[src/rtl/ulpb_pkg.sv]
// ulpb_pkg: shared ULPB widths, broadcast address, state encodings and address matching
package ulpb_pkg;
  localparam int ULPB_ADDR_WIDTH = 8;
  localparam int ULPB_DATA_WIDTH = 32;
  localparam logic [ULPB_ADDR_WIDTH-1:0] ULPB_BCAST_ADDR = '1;
  typedef enum logic [1:0] {
    ST_IDLE = 2'd0,
    ST_ADDR = 2'd1,
    ST_DATA = 2'd2,
    ST_DROP = 2'd3
  } ulpb_state_e;
  function automatic logic addr_hit(input logic [31:0] addr, input logic [31:0] mine, input logic [31:0] bcast);
    return (addr == mine) || (addr == bcast);
  endfunction
endpackage

[src/rtl/ulpb_rx_if.sv]
// ulpb_rx_if: serial bus strobes into the receiver and the receive-buffer/status side out of it
interface ulpb_rx_if
  import ulpb_pkg::*;
#(
  parameter int ADDR_WIDTH = ULPB_ADDR_WIDTH,
  parameter int DATA_WIDTH = ULPB_DATA_WIDTH
);
  logic                  IN;
  logic                  IN_VALID;
  logic                  FRAME_START;
  logic                  FRAME_END;
  logic [DATA_WIDTH-1:0] RX_DATA;
  logic                  RX_VALID;
  logic                  RX_ACK;
  logic [ADDR_WIDTH-1:0] RX_ADDR;
  logic                  RX_DONE;
  logic                  RX_OK;
  modport master (
    output IN, IN_VALID, FRAME_START, FRAME_END, RX_ACK,
    input  RX_DATA, RX_VALID, RX_ADDR, RX_DONE, RX_OK
  );
  modport slave (
    input  IN, IN_VALID, FRAME_START, FRAME_END, RX_ACK,
    output RX_DATA, RX_VALID, RX_ADDR, RX_DONE, RX_OK
  );
endinterface

[src/rtl/ulpb_rx_fifo.sv]
// ulpb_rx_fifo: two-entry receive FIFO; a push into a full FIFO only lands if a pop frees a slot that cycle
module ulpb_rx_fifo #(
  parameter int WIDTH = 32
) (
  input  logic             CLK,
  input  logic             RESET,
  input  logic             i_push,
  input  logic [WIDTH-1:0] i_data,
  input  logic             i_pop,
  output logic [WIDTH-1:0] o_data,
  output logic             o_full,
  output logic             o_empty
);
  logic [WIDTH-1:0] r_mem [2];
  logic             r_wr;
  logic             r_rd;
  logic [1:0]       r_cnt;
  logic             w_pop;
  logic             w_push;
  assign o_empty = r_cnt == 2'd0;
  assign o_full  = r_cnt == 2'd2;
  assign w_pop   = i_pop & ~o_empty;
  assign w_push  = i_push & (~o_full | w_pop);
  assign o_data  = r_mem[r_rd];
  // storage and pointers; occupancy tracks accepted pushes minus pops
  always_ff @(posedge CLK or negedge RESET) begin
    if (!RESET) begin
      r_mem[0] <= '0;
      r_mem[1] <= '0;
      r_wr     <= 1'b0;
      r_rd     <= 1'b0;
      r_cnt    <= 2'd0;
    end else begin
      if (w_push) r_mem[r_wr] <= i_data;
      r_wr  <= r_wr ^ w_push;
      r_rd  <= r_rd ^ w_pop;
      r_cnt <= r_cnt + 2'(w_push) - 2'(w_pop);
    end
  end
endmodule

[src/rtl/ulpb_rx.sv]
// ulpb_rx: ULPB node receiver; deserialises address and data words, buffers words, reports frame status
module ulpb_rx
  import ulpb_pkg::*;
#(
  parameter int ADDR_WIDTH = ULPB_ADDR_WIDTH,
  parameter int DATA_WIDTH = ULPB_DATA_WIDTH,
  parameter logic [ADDR_WIDTH-1:0] BCAST_ADDR = {ADDR_WIDTH{ULPB_BCAST_ADDR[0]}}
) (
  input  logic                  CLK,
  input  logic                  RESET,
  input  logic [ADDR_WIDTH-1:0] MY_ADDR,
  ulpb_rx_if.slave              bus
);
  localparam int CW = $clog2(DATA_WIDTH > ADDR_WIDTH ? DATA_WIDTH : ADDR_WIDTH);
  localparam logic [CW-1:0] A_LAST = CW'(ADDR_WIDTH - 1);
  localparam logic [CW-1:0] D_LAST = CW'(DATA_WIDTH - 1);
  ulpb_state_e           r_state, w_state_nxt;
  logic [CW-1:0]         r_cnt, w_cnt_nxt;
  logic [ADDR_WIDTH-2:0] r_asr, w_asr_nxt;
  logic [DATA_WIDTH-1:0] r_word, w_word_nxt;
  logic [ADDR_WIDTH-1:0] r_rx_addr, w_rx_addr_nxt;
  logic                  r_push, w_push_nxt;
  logic                  r_got, w_got_nxt;
  logic                  r_ovf, w_ovf_nxt;
  logic                  r_done, w_done_nxt;
  logic                  r_ok, w_ok_nxt;
  logic [ADDR_WIDTH-1:0] w_addr;
  logic                  w_hit;
  logic                  w_full;
  logic                  w_empty;
  logic                  w_pop;
  logic                  w_lost;
  assign w_addr = {r_asr, bus.IN};
  assign w_hit  = addr_hit(32'(w_addr), 32'(MY_ADDR), 32'(BCAST_ADDR));
  assign w_pop  = bus.RX_ACK & ~w_empty;
  assign w_lost = r_push & w_full & ~w_pop;
  // next state: the incoming bit is shifted first, then FRAME_END is judged on the updated counters/flags
  always_comb begin
    w_state_nxt   = r_state;
    w_cnt_nxt     = r_cnt;
    w_asr_nxt     = r_asr;
    w_word_nxt    = r_word;
    w_rx_addr_nxt = r_rx_addr;
    w_push_nxt    = 1'b0;
    w_got_nxt     = r_got;
    w_ovf_nxt     = r_ovf | w_lost;
    w_done_nxt    = 1'b0;
    w_ok_nxt      = 1'b0;
    if (bus.FRAME_START) begin
      w_state_nxt = ST_ADDR;
      w_cnt_nxt   = A_LAST;
      w_asr_nxt   = '0;
      w_word_nxt  = '0;
      w_got_nxt   = 1'b0;
      w_ovf_nxt   = 1'b0;
    end else begin
      if (r_state == ST_ADDR && bus.IN_VALID) begin
        w_asr_nxt = w_addr[ADDR_WIDTH-2:0];
        w_cnt_nxt = r_cnt - CW'(1);
        if (r_cnt == '0) begin
          w_rx_addr_nxt = w_addr;
          w_state_nxt   = w_hit ? ST_DATA : ST_DROP;
          w_cnt_nxt     = w_hit ? D_LAST : '0;
        end
      end
      if (r_state == ST_DATA && bus.IN_VALID) begin
        w_word_nxt = {r_word[DATA_WIDTH-2:0], bus.IN};
        w_push_nxt = r_cnt == '0;
        w_got_nxt  = r_got | (r_cnt == '0);
        w_cnt_nxt  = (r_cnt == '0) ? D_LAST : r_cnt - CW'(1);
      end
      if (r_state != ST_IDLE && bus.FRAME_END) begin
        w_done_nxt  = w_state_nxt != ST_DROP;
        w_ok_nxt    = (w_state_nxt == ST_DATA) & ~w_ovf_nxt & (w_cnt_nxt == D_LAST) & w_got_nxt;
        w_state_nxt = ST_IDLE;
      end
    end
  end
  // state and datapath registers
  always_ff @(posedge CLK or negedge RESET) begin
    if (!RESET) begin
      r_state   <= ST_IDLE;
      r_cnt     <= '0;
      r_asr     <= '0;
      r_word    <= '0;
      r_rx_addr <= '0;
      r_push    <= 1'b0;
      r_got     <= 1'b0;
      r_ovf     <= 1'b0;
      r_done    <= 1'b0;
      r_ok      <= 1'b0;
    end else begin
      r_state   <= w_state_nxt;
      r_cnt     <= w_cnt_nxt;
      r_asr     <= w_asr_nxt;
      r_word    <= w_word_nxt;
      r_rx_addr <= w_rx_addr_nxt;
      r_push    <= w_push_nxt;
      r_got     <= w_got_nxt;
      r_ovf     <= w_ovf_nxt;
      r_done    <= w_done_nxt;
      r_ok      <= w_ok_nxt;
    end
  end
  ulpb_rx_fifo #(.WIDTH(DATA_WIDTH)) u_fifo (
    .CLK     (CLK),
    .RESET   (RESET),
    .i_push  (r_push),
    .i_data  (r_word),
    .i_pop   (w_pop),
    .o_data  (bus.RX_DATA),
    .o_full  (w_full),
    .o_empty (w_empty)
  );
  assign bus.RX_VALID = ~w_empty;
  assign bus.RX_ADDR  = r_rx_addr;
  assign bus.RX_DONE  = r_done;
  // a last word that completes together with FRAME_END is pushed while RX_DONE is up, so its loss is folded in here
  assign bus.RX_OK    = r_ok & ~w_lost;
endmodule

[src/flat_wrapper.sv]
// flat-port wrapper written by rule: the top's interface ports become plain ports
module ulpb_rx_flat import ulpb_pkg::*;
#(
  parameter int ADDR_WIDTH = ULPB_ADDR_WIDTH,
  parameter int DATA_WIDTH = ULPB_DATA_WIDTH,
  parameter logic [ADDR_WIDTH-1:0] BCAST_ADDR = {ADDR_WIDTH{ULPB_BCAST_ADDR[0]}}
)
  (CLK, RESET, MY_ADDR, bus_IN, bus_IN_VALID, bus_FRAME_START, bus_FRAME_END, bus_RX_ACK, bus_RX_DATA, bus_RX_VALID, bus_RX_ADDR, bus_RX_DONE, bus_RX_OK);
  ulpb_rx_if #(.ADDR_WIDTH(ADDR_WIDTH), .DATA_WIDTH(DATA_WIDTH)) bus_i ();
  input  logic CLK;
  input  logic RESET;
  input  logic [ADDR_WIDTH-1:0] MY_ADDR;
  input wire logic [$bits(bus_i.IN)-1:0] bus_IN;
  input wire logic [$bits(bus_i.IN_VALID)-1:0] bus_IN_VALID;
  input wire logic [$bits(bus_i.FRAME_START)-1:0] bus_FRAME_START;
  input wire logic [$bits(bus_i.FRAME_END)-1:0] bus_FRAME_END;
  input wire logic [$bits(bus_i.RX_ACK)-1:0] bus_RX_ACK;
  output wire logic [$bits(bus_i.RX_DATA)-1:0] bus_RX_DATA;
  output wire logic [$bits(bus_i.RX_VALID)-1:0] bus_RX_VALID;
  output wire logic [$bits(bus_i.RX_ADDR)-1:0] bus_RX_ADDR;
  output wire logic [$bits(bus_i.RX_DONE)-1:0] bus_RX_DONE;
  output wire logic [$bits(bus_i.RX_OK)-1:0] bus_RX_OK;
  assign bus_i.IN = bus_IN;
  assign bus_i.IN_VALID = bus_IN_VALID;
  assign bus_i.FRAME_START = bus_FRAME_START;
  assign bus_i.FRAME_END = bus_FRAME_END;
  assign bus_i.RX_ACK = bus_RX_ACK;
  assign bus_RX_DATA = bus_i.RX_DATA;
  assign bus_RX_VALID = bus_i.RX_VALID;
  assign bus_RX_ADDR = bus_i.RX_ADDR;
  assign bus_RX_DONE = bus_i.RX_DONE;
  assign bus_RX_OK = bus_i.RX_OK;
  ulpb_rx #(.ADDR_WIDTH(ADDR_WIDTH), .DATA_WIDTH(DATA_WIDTH), .BCAST_ADDR(BCAST_ADDR)) u_core (.CLK(CLK), .RESET(RESET), .MY_ADDR(MY_ADDR), .bus(bus_i));
endmodule
[config.mk]
export PLATFORM = sky130hd
export DESIGN_NAME = ulpb_rx_flat
export DESIGN_NICKNAME = d
export VERILOG_FILES = /design/src/rtl/ulpb_pkg.sv /design/src/rtl/ulpb_rx_if.sv /design/src/rtl/ulpb_rx_fifo.sv /design/src/rtl/ulpb_rx.sv /design/src/flat_wrapper.sv
export SDC_FILE = /design/constraint.sdc
export NUM_CORES = 1
export LEC_CHECK = 0
export CAP_MARGIN = 30
export CORE_ASPECT_RATIO = 2
export CORE_MARGIN = 2
export CORE_UTILIZATION = 35
export CTS_CLUSTER_DIAMETER = 30
export DETAILED_ROUTE_END_ITERATION = 16
export GPL_TIMING_DRIVEN = 1
export HOLD_SLACK_MARGIN = 0.08
export PLACE_DENSITY_LB_ADDON = 0.25
export SETUP_SLACK_MARGIN = 0.4
export SLEW_MARGIN = 30
export SYNTH_ARGS = -nofsm -noshare
export SYNTH_HDL_FRONTEND = slang
export SYNTH_SLANG_ARGS = --single-unit
[constraint.sdc]
create_clock -name CLK -period 4.05 [get_ports CLK]
set_input_delay 0.81 -clock CLK [delete_from_list [all_inputs] [get_ports CLK]]
set_output_delay 0.81 -clock CLK [all_outputs]
set_load 0.05 [all_outputs]
# Yosys cells after proc, flatten, opt, wreduce, memory -nomap -nowiden

Cells that the tools add are included.

Output and inout port bits: 43
Register bits after elaboration: 127
Word-level logic and storage cells: 95

Mux-type cells: 33
Reductions and logical operators: 11
Eq/ne operators: 8
$lt $le $gt $ge: 3
Add/sub/neg operators: 3
Bitwise gates (word level): 22

Operators by type and width:

| cell                                                      | count |
|---|---|
| two-way mux 32 bit                                        | 6 |
| bitwise mux 64 bit                                        | 1 |
| two-way mux 5 bit                                         | 7 |
| demux 32 bit (select 1 bit)                               | 1 |
| two-way mux 7 bit                                         | 2 |
| two-way mux 1 bit                                         | 11 |
| two-way mux 2 bit                                         | 5 |
| bitwise AND 1 bit                                         | 9 |
| equality test 8 bit                                       | 1 |
| equality test 8 bit (second input constant)               | 1 |
| equality test 2 bit (second input constant)               | 3 |
| NOT 1 bit                                                 | 6 |
| nonzero test 2 bit                                        | 3 |
| equality test 5 bit (second input constant)               | 1 |
| logical NOT 5 bit                                         | 1 |
| subtractor 5 x 1 -> 5 bit (second input constant)         | 1 |
| greater-or-equal comparator 2 bit (second input constant) | 2 |
| logical AND 1 bit                                         | 4 |
| NOT 1 -> 2 bit                                            | 2 |
| bitwise OR 1 bit                                          | 3 |
| AND reduction 3 bit                                       | 1 |
| adder 2 x 1 -> 2 bit                                      | 1 |
| equality test 2 x 1 -> 1 bit (second input constant)      | 1 |
| logical NOT 2 bit                                         | 1 |
| 5 further kinds                                           | 6 |

# Depth between registers and ports, before layout

Gate-level depths: netlist of the first run.

Depth after elaboration: 12
Depth in mapped cells: 8
Mapped depth without buffers: 8

# Cells and area by module

A second synthesis of the first run with hierarchy kept.

Cell total of the unflattened synthesis: 468
Area, all modules: 6102.1 um^2

Modules (own cells, without submodules):

| module       | cells an instance | area an instance (um^2) | times used |
|---|---|---|---|
| ulpb_rx_fifo | 192               | 3452.1                  | 1 |
| ulpb_rx      | 276               | 2650.0                  | 1 |

# Worst setup path before layout of the first run

OpenSTA, ideal clock, no wires.

Path type: input to output
Start: input port bus_RX_ACK
End: output port bus_RX_OK
Arrival time: 1.553 ns
Path slack: 1.687 ns
Stages on the path: 2
Cell sequence: nor4bb_1 > nor2b_1

Longest elaborated chain between the ends: 5

Ends and longest elaborated chain:

| element           | line               | text |
|---|---|---|
| from (decl)       | flat_wrapper.sv:17 | `input wire logic [$bits(bus_i.RX_ACK)-1:0] bus_RX_ACK;` |
| bitwise AND 1 bit | ulpb_rx.sv:35      | `assign w_pop = bus.RX_ACK & ~w_empty;` |
| NOT 1 bit         | ulpb_rx.sv:36      | `assign w_lost = r_push & w_full & ~w_pop;` |
| bitwise AND 1 bit | ulpb_rx.sv:36      |  |
| NOT 1 bit         | ulpb_rx.sv:119     | `assign bus.RX_OK = r_ok & ~w_lost;` |
| bitwise AND 1 bit | ulpb_rx.sv:119     |  |
| to (decl)         | flat_wrapper.sv:22 | `output wire logic [$bits(bus_i.RX_OK)-1:0] bus_RX_OK;` |

Every way passes these cells.

# Worst setup path after layout of the first run

Ends and elaborated chain as after synthesis.

==> out/qor.yml, run 1 <==
die:
  die_x_um: 92.3
  core_um2: 15300
  start_util: 0.357
  dieHeight_um: 181
  dieArea_um2: 16700
  rows: 64
  io_pins: 58
clocking:
  ctsHoldBuffers: 0
  cts_buffer_depth: 2
  path_clk_slew_ns: 0.05
  cts_resized: 0
  clk-insertion-delay-late_ns: 0.41
  cts_root_buffer: "clkbuf_16"
  numCtsBuffers: 17
  cts_tree: "built"
  clock-sinks: 127
  cts_setup_buffers: 0
  htreeDepth: 4
logic_synthesis:
  synth-seq-cells: 127
  synth_top_area_cell: "dfrtp_1"
  synth_commonest_cells: "dfrtp_1 (127), mux2_2 (104), a22o_1 (32)"
  synthDistinctLibCells: 43
  synthTopCellsByArea: "dfrtp_1 (58%), mux2_2 (21%), a22o_1 (5.1%)"
  synth_most_common_cell: "dfrtp_1"
  synthArstFlopShare: 1.00
  synth_warnings: 0
  synth_ff_type: "dfrtp_1"
  ys_seq_area_frac: 0.583
  synth_top_area_frac: 0.583
  synth_edf_count: 0
  synth_nets: 419
  synth_cells: 399
  syn_area_um2: 5450
  synth_area_per_cell_um2: 13.7
sta:
  timing.fmax_ghz: 0.308
  rsz0062_at_grt: "no"
  final.setup_skew_ns: 0.00790
  finalHoldViolations: 0
  slew_viol_final: 0
  period_needed_ns: 3.25
  relSlewSlack: 0.455
  tightest_slew_ns: 0.818
  setup_tns_ns: 0
  fin_crit_sh: 0.803
  setup_viol: 0
  layout_setup_ws_ns: 0.798
power:
  power_density_nw_per_um2: 461
  worst_ir_drop_vdd_uv: 335
  total_power_w: 0.00318
  p_leak_nw: 3.25
drt:
  ant_nets: 0
  drc: 0
  first_pass_iters: 4
  drt_iter0_markers: 130
  vias: 3416
  via_per_inst: 5.08
  avgRoutedWirePerCell_um: 17.2
  drt_wl_total_um: 11500
worst_setup_path:
  required_ns: 3.24
  crit_path_max_fanout: 3
  ff2ff_path_depth: 7
  reg2reg_to: "u_core.r_cnt[1]$_DFF_PN0_"
  r2r_slack_ns: 1.80
  startpoint_type: "primary input"
  r2r_start: "u_core.r_cnt[0]$_DFF_PN0_"
  criticalPathCategory: "primary input to output port"
  crit_arrival_ns: 2.44
  crit_start: "bus_RX_ACK"
  endpoint_kind: "output port"
cells_and_area:
  post-route-util: 0.450
  n_fill_cell: 1359
  drive_above_1_share: 0.327
  area_growth_pct: 26.2
  fin_nets: 481
  num_antenna_cells: 0
hold_path:
  hp-class: "primary input to asynchronous set/reset pin"
global_route:
  grt_pass1_vias: 3724
  grt_antenna_before_repair: 0
  grt_max_degree: 67
  grt_overflow: 0
  track_usage: 0.149
  grt_pass1_wl_um: 19400
placed_design:
  dp_slack_ns: 0.785
  dp_hpwl_um: 7320
  io_buffers: 57
  globalplace.congestion: 0.775
run_status:
  status: "finished clean"
run:
  drv_cap: 0
## flip-flops by register name, summed over array words and instances (netlist names), 2 cells and up
name and cells:
u_core.u_fifo.r_mem 64, u_core.r_word 32, u_core.bus.RX_ADDR 8, u_core.r_asr 7
u_core.r_cnt 5, u_core.r_state 2, u_core.u_fifo.r_cnt 2
## report_power, final
group	internal [W]	leakage, nW	switching [W]
Combinational	0.000132	1.22	0.000152
Sequential	0.00129	1.75	0.0000414
Clock	0.000988	0.291	0.000572
## cell usage in the layout, fill, tap and decap left out, types with 3 or more instances in the layout
cell type	netlist	layout
a22o_1	32	32
nand3_1	3	3
nor2_1	8	8
xor2_1	12	12
ha_1	5	5
nand2_1	24	24
clkdlybuf4s50_1	0	56
clkinv_4	0	3
dfrtp_1	127	127
and2_1	4	4
mux2_2	104	104
a21oi_1	10	9
nand4_1	3	3
bufinv_16	0	3
clkbuf_16	0	17
buf_4	0	7
inv_1	9	9
## worst max-delay path, stage by stage
cell,delay (ns)
clkdlybuf4s50_1,0.44
nor4bb_1,0.38
nor2b_1,0.10
clkdlybuf4s50_1,0.71
## kinds of logic after synthesis
logic type	after synthesis	synth area share
buffers and inverters	31	0.0236
AND/OR/NAND/NOR	59	0.0594
flip-flops	127	0.583
XOR/XNOR	14	0.0225
AO/OA/AOI/OAI	59	0.0854
adder cells (fa/ha/maj)	5	0.0115
multiplexers	104	0.215
## per-stage QoR
stage,cell area [um^2],hold WS (ns),cells
CTS,6880,0.502,672
finish,6880,0.485,672
global route,6880,0.517,672
detailed placement,6280,0.489,640
global placement,6280,0.484,640
floorplan,5450,0.452,399
## final cells by class
cell class | count | area [um^2] | area share
sequential | 127 | 3180 | 0.462
multi-input combinational | 241 | 2160 | 0.314
timing repair buffer | 65 | 653 | 0.0949
clock buffer | 20 | 447 | 0.0649
tap | 198 | 248 | 0.0360
clock inverter | 12 | 159 | 0.0231
inverter | 9 | 33.8 | 0.00491
## layer usage
layer	track usage	vias up	part of all wire
met4	0.0669	0	0.021
met1	0.170	1764	0.41
met3	0.0372	19	0.031
met5	0	-	0
li1	-	1571	-
met2	0.258	62	0.54
## worst max-delay path by stage
stage	end	slack, ns	cells past startpoint
after floorplan	bus_RX_OK	1.69	2
after global placement	bus_RX_OK	0.82	4
after detailed placement	bus_RX_OK	0.78	4
after CTS	bus_RX_DATA[20]	0.77	3
after global routing	bus_RX_OK	0.70	4
final	bus_RX_OK	0.80	4
Power figures use the tool's default switching activity.
==> run 2: changes to the inputs <==
clock period = 3.4 ns   (was 4.05 ns; I/O delays follow)
==> run 2 against run 1 <==
Routed wire length down 0.22%; utilization is 0.46 points lower; largest power group unchanged; total power is 20% higher; critical path type unchanged; largest cell class unchanged.
==> out/qor.yml, run 2 (synthesis gave the netlist of run 1 again) <==
run_status:
  status: "finished clean"  # unchanged
drt:
  drc: 0  # unchanged
  drt_iter0_markers: 83  # was 130
  ant_nets: 0  # unchanged
  via_per_inst: 5.06  # was 5.08
  vias: 3404  # was 3416
  first_pass_iters: 4  # unchanged
  drt_wl_total_um: 11500  # about the same
  avgRoutedWirePerCell_um: 17.1  # was 17.2 um
clocking:
  ctsHoldBuffers: 0  # unchanged
  htreeDepth: 4  # unchanged
  numCtsBuffers: 17  # unchanged
  cts_setup_buffers: 0  # unchanged
  cts_root_buffer: "clkbuf_16"  # unchanged
  clock-sinks: 127  # unchanged
  path_clk_slew_ns: 0.06  # was 0.05 ns
  cts_tree: "built"  # unchanged
  clk-insertion-delay-late_ns: 0.42  # was 0.41 ns
  cts_buffer_depth: 2  # unchanged
  cts_resized: 1  # was 0
placed_design:
  io_buffers: 57  # unchanged
  place_area_um2: 6190  # was 6280 um^2
  globalplace.congestion: 0.773  # was 0.775
  dp.cells: 641  # was 640
  dp_hpwl_um: 7530  # was 7320 um
die:
  die_x_um: 92.3  # unchanged
  rows: 64  # unchanged
  start_util: 0.357  # unchanged
  dieHeight_um: 181  # unchanged
  dieArea_um2: 16700  # unchanged
  io_pins: 58  # unchanged
  core_um2: 15300  # unchanged
cells_and_area:
  top_register: "u_core.u_fifo.r_mem"  # unchanged
  register_area_um2: 3180  # unchanged
  fin_cells: 673  # was 672
  final_common_cell: "dfrtp_1"  # unchanged
  multi_input_area_um2: 2160  # unchanged
  post-route-util: 0.445  # was 0.450
  drive_above_1_share: 0.396  # was 0.327
  area_growth_pct: 24.9  # was 26.2%
  largest_register_ffs: 64  # unchanged
  most-common-layout-cells: "dfrtp_1 (127), mux2_2 (104), buf_4 (41)"  # was dfrtp_1 (127), mux2_2 (104), clkdlybuf4s50_1 (56)
  fin_area_um2: 6810  # was 6880 um^2
  n_fill_cell: 1381  # was 1359
  fin_nets: 482  # was 481
  num_antenna_cells: 0  # unchanged
global_route:
  grt_max_degree: 71  # was 67
  track_usage: 0.151  # was 0.149
  grt_pass1_wl_um: 19700  # was 19400 um
  grt_antenna_before_repair: 0  # unchanged
  grt_overflow: 0  # unchanged
  grt_pass1_vias: 3809  # was 3724
sta:
  setup_viol: 0  # unchanged
  tightest_slew_ns: 0.837  # was 0.818 ns
  timing.fmax_ghz: 0.363
  rsz0062_at_grt: "no"  # unchanged
  final.setup_skew_ns: 0.0112  # was 0.00790 ns
  setup_tns_ns: 0  # unchanged
  finalHoldViolations: 0  # unchanged
  slew_viol_final: 0  # unchanged
  period_needed_ns: 2.76
  relSlewSlack: 0.442  # was 0.455
  fin_crit_sh: 0.811
worst_setup_path:
  required_ns: 2.72  # was 3.24 ns
  endpoint_kind: "output port"  # unchanged
  startpoint_type: "primary input"  # unchanged
  crit_path_max_fanout: 3  # unchanged
  ff2ff_path_depth: 7  # unchanged
  crit_arrival_ns: 2.08  # was 2.44 ns
  criticalPathCategory: "primary input to output port"  # unchanged
power:
  power_switching_w: 0.000898  # was 0.000765 W
  swShare: 0.236  # was 0.241
  combPwrFrac: 0.090  # was 0.089
  power_density_nw_per_um2: 559  # was 461 nW/um^2
  p_int_w: 0.00291  # was 0.00241 W
  worst_ir_drop_vdd_uv: 340  # was 335 uV
  total_power_w: 0.00381  # was 0.00318 W
  p_clk_frac: 0.500  # was 0.491
  p_leak_nw: 3.32  # was 3.25 nW
  seqPwrFrac: 0.410  # was 0.419
hold_path:
  hp-class: "primary input to asynchronous set/reset pin"  # unchanged
run:
  drv_cap: 0  # unchanged
[run 2: worst paths after layout]
| check | from | end | slack, ns |
|---|---|---|---|
| worst max-delay path | bus_RX_ACK | bus_RX_OK | 0.64 |
| worst min-delay path | RESET | u_core.bus.RX_ADDR[6]$_DFFE_PN0P_ | 0.17 |
| worst max register to register | u_core.r_cnt[0]$_DFF_PN0_ | u_core.r_cnt[1]$_DFF_PN0_ | 1.11 |
| worst min register to register | u_core.u_fifo.r_mem[14]$_DFFE_PN0P_ | u_core.u_fifo.r_mem[14]$_DFFE_PN0P_ | 0.50 |
| max in group asynchronous | RESET | u_core.u_fifo.r_mem[50]$_DFFE_PN0P_ | 2.48 |
| min in group CLK | u_core.u_fifo.r_mem[14]$_DFFE_PN0P_ | u_core.u_fifo.r_mem[14]$_DFFE_PN0P_ | 0.50 |
[run 2: through the flow]
stage	worst slack [ns]	hold slack [ns]
6_report	0.643	0.166
5_1_grt	0.585	0.181
4_1_cts	0.640	0.164
3_5_place_dp	0.361	0.491
3_3_place_gp	0.426	0.484
2_1_floorplan	1.30	0.384
[run 2: layout make-up]
cell class              count  share of cell area
flip-flops and latches    127               0.466
multi-input cells         241               0.318
clock buffers              19              0.0635
clock inverters            13              0.0277
repair buffers             66              0.0832
inverters                   9             0.00496
well taps                 198              0.0364
[run 2: critical path, stage by stage]
cell and delay [ns]:
clkdlybuf4s50_1 0.44, nor4bb_1 0.41, nor2b_1 0.10, dlygate4sd2_1 0.44
[run 2: layer usage]
layer | vias to the layer above | track usage | share of wire
met2 | 71 | 0.272 | 0.55
met4 | 0 | 0.0687 | 0.018
met3 | 15 | 0.0347 | 0.033
met5 | - | 0 | 0
met1 | 1763 | 0.166 | 0.40
li1 | 1555 | - | -
[run 2: power groups by stage]
stage | sequential [W] | clock (W) | combinational, W
after floorplan | 0.00158 | 0 | 0.000226
after global placement | 0.00159 | 0 | 0.000352
after detailed placement | 0.00159 | 0 | 0.000354
after CTS | 0.00156 | 0.00195 | 0.000356
after global routing | 0.00157 | 0.00202 | 0.000379
final | 0.00156 | 0.00190 | 0.000343
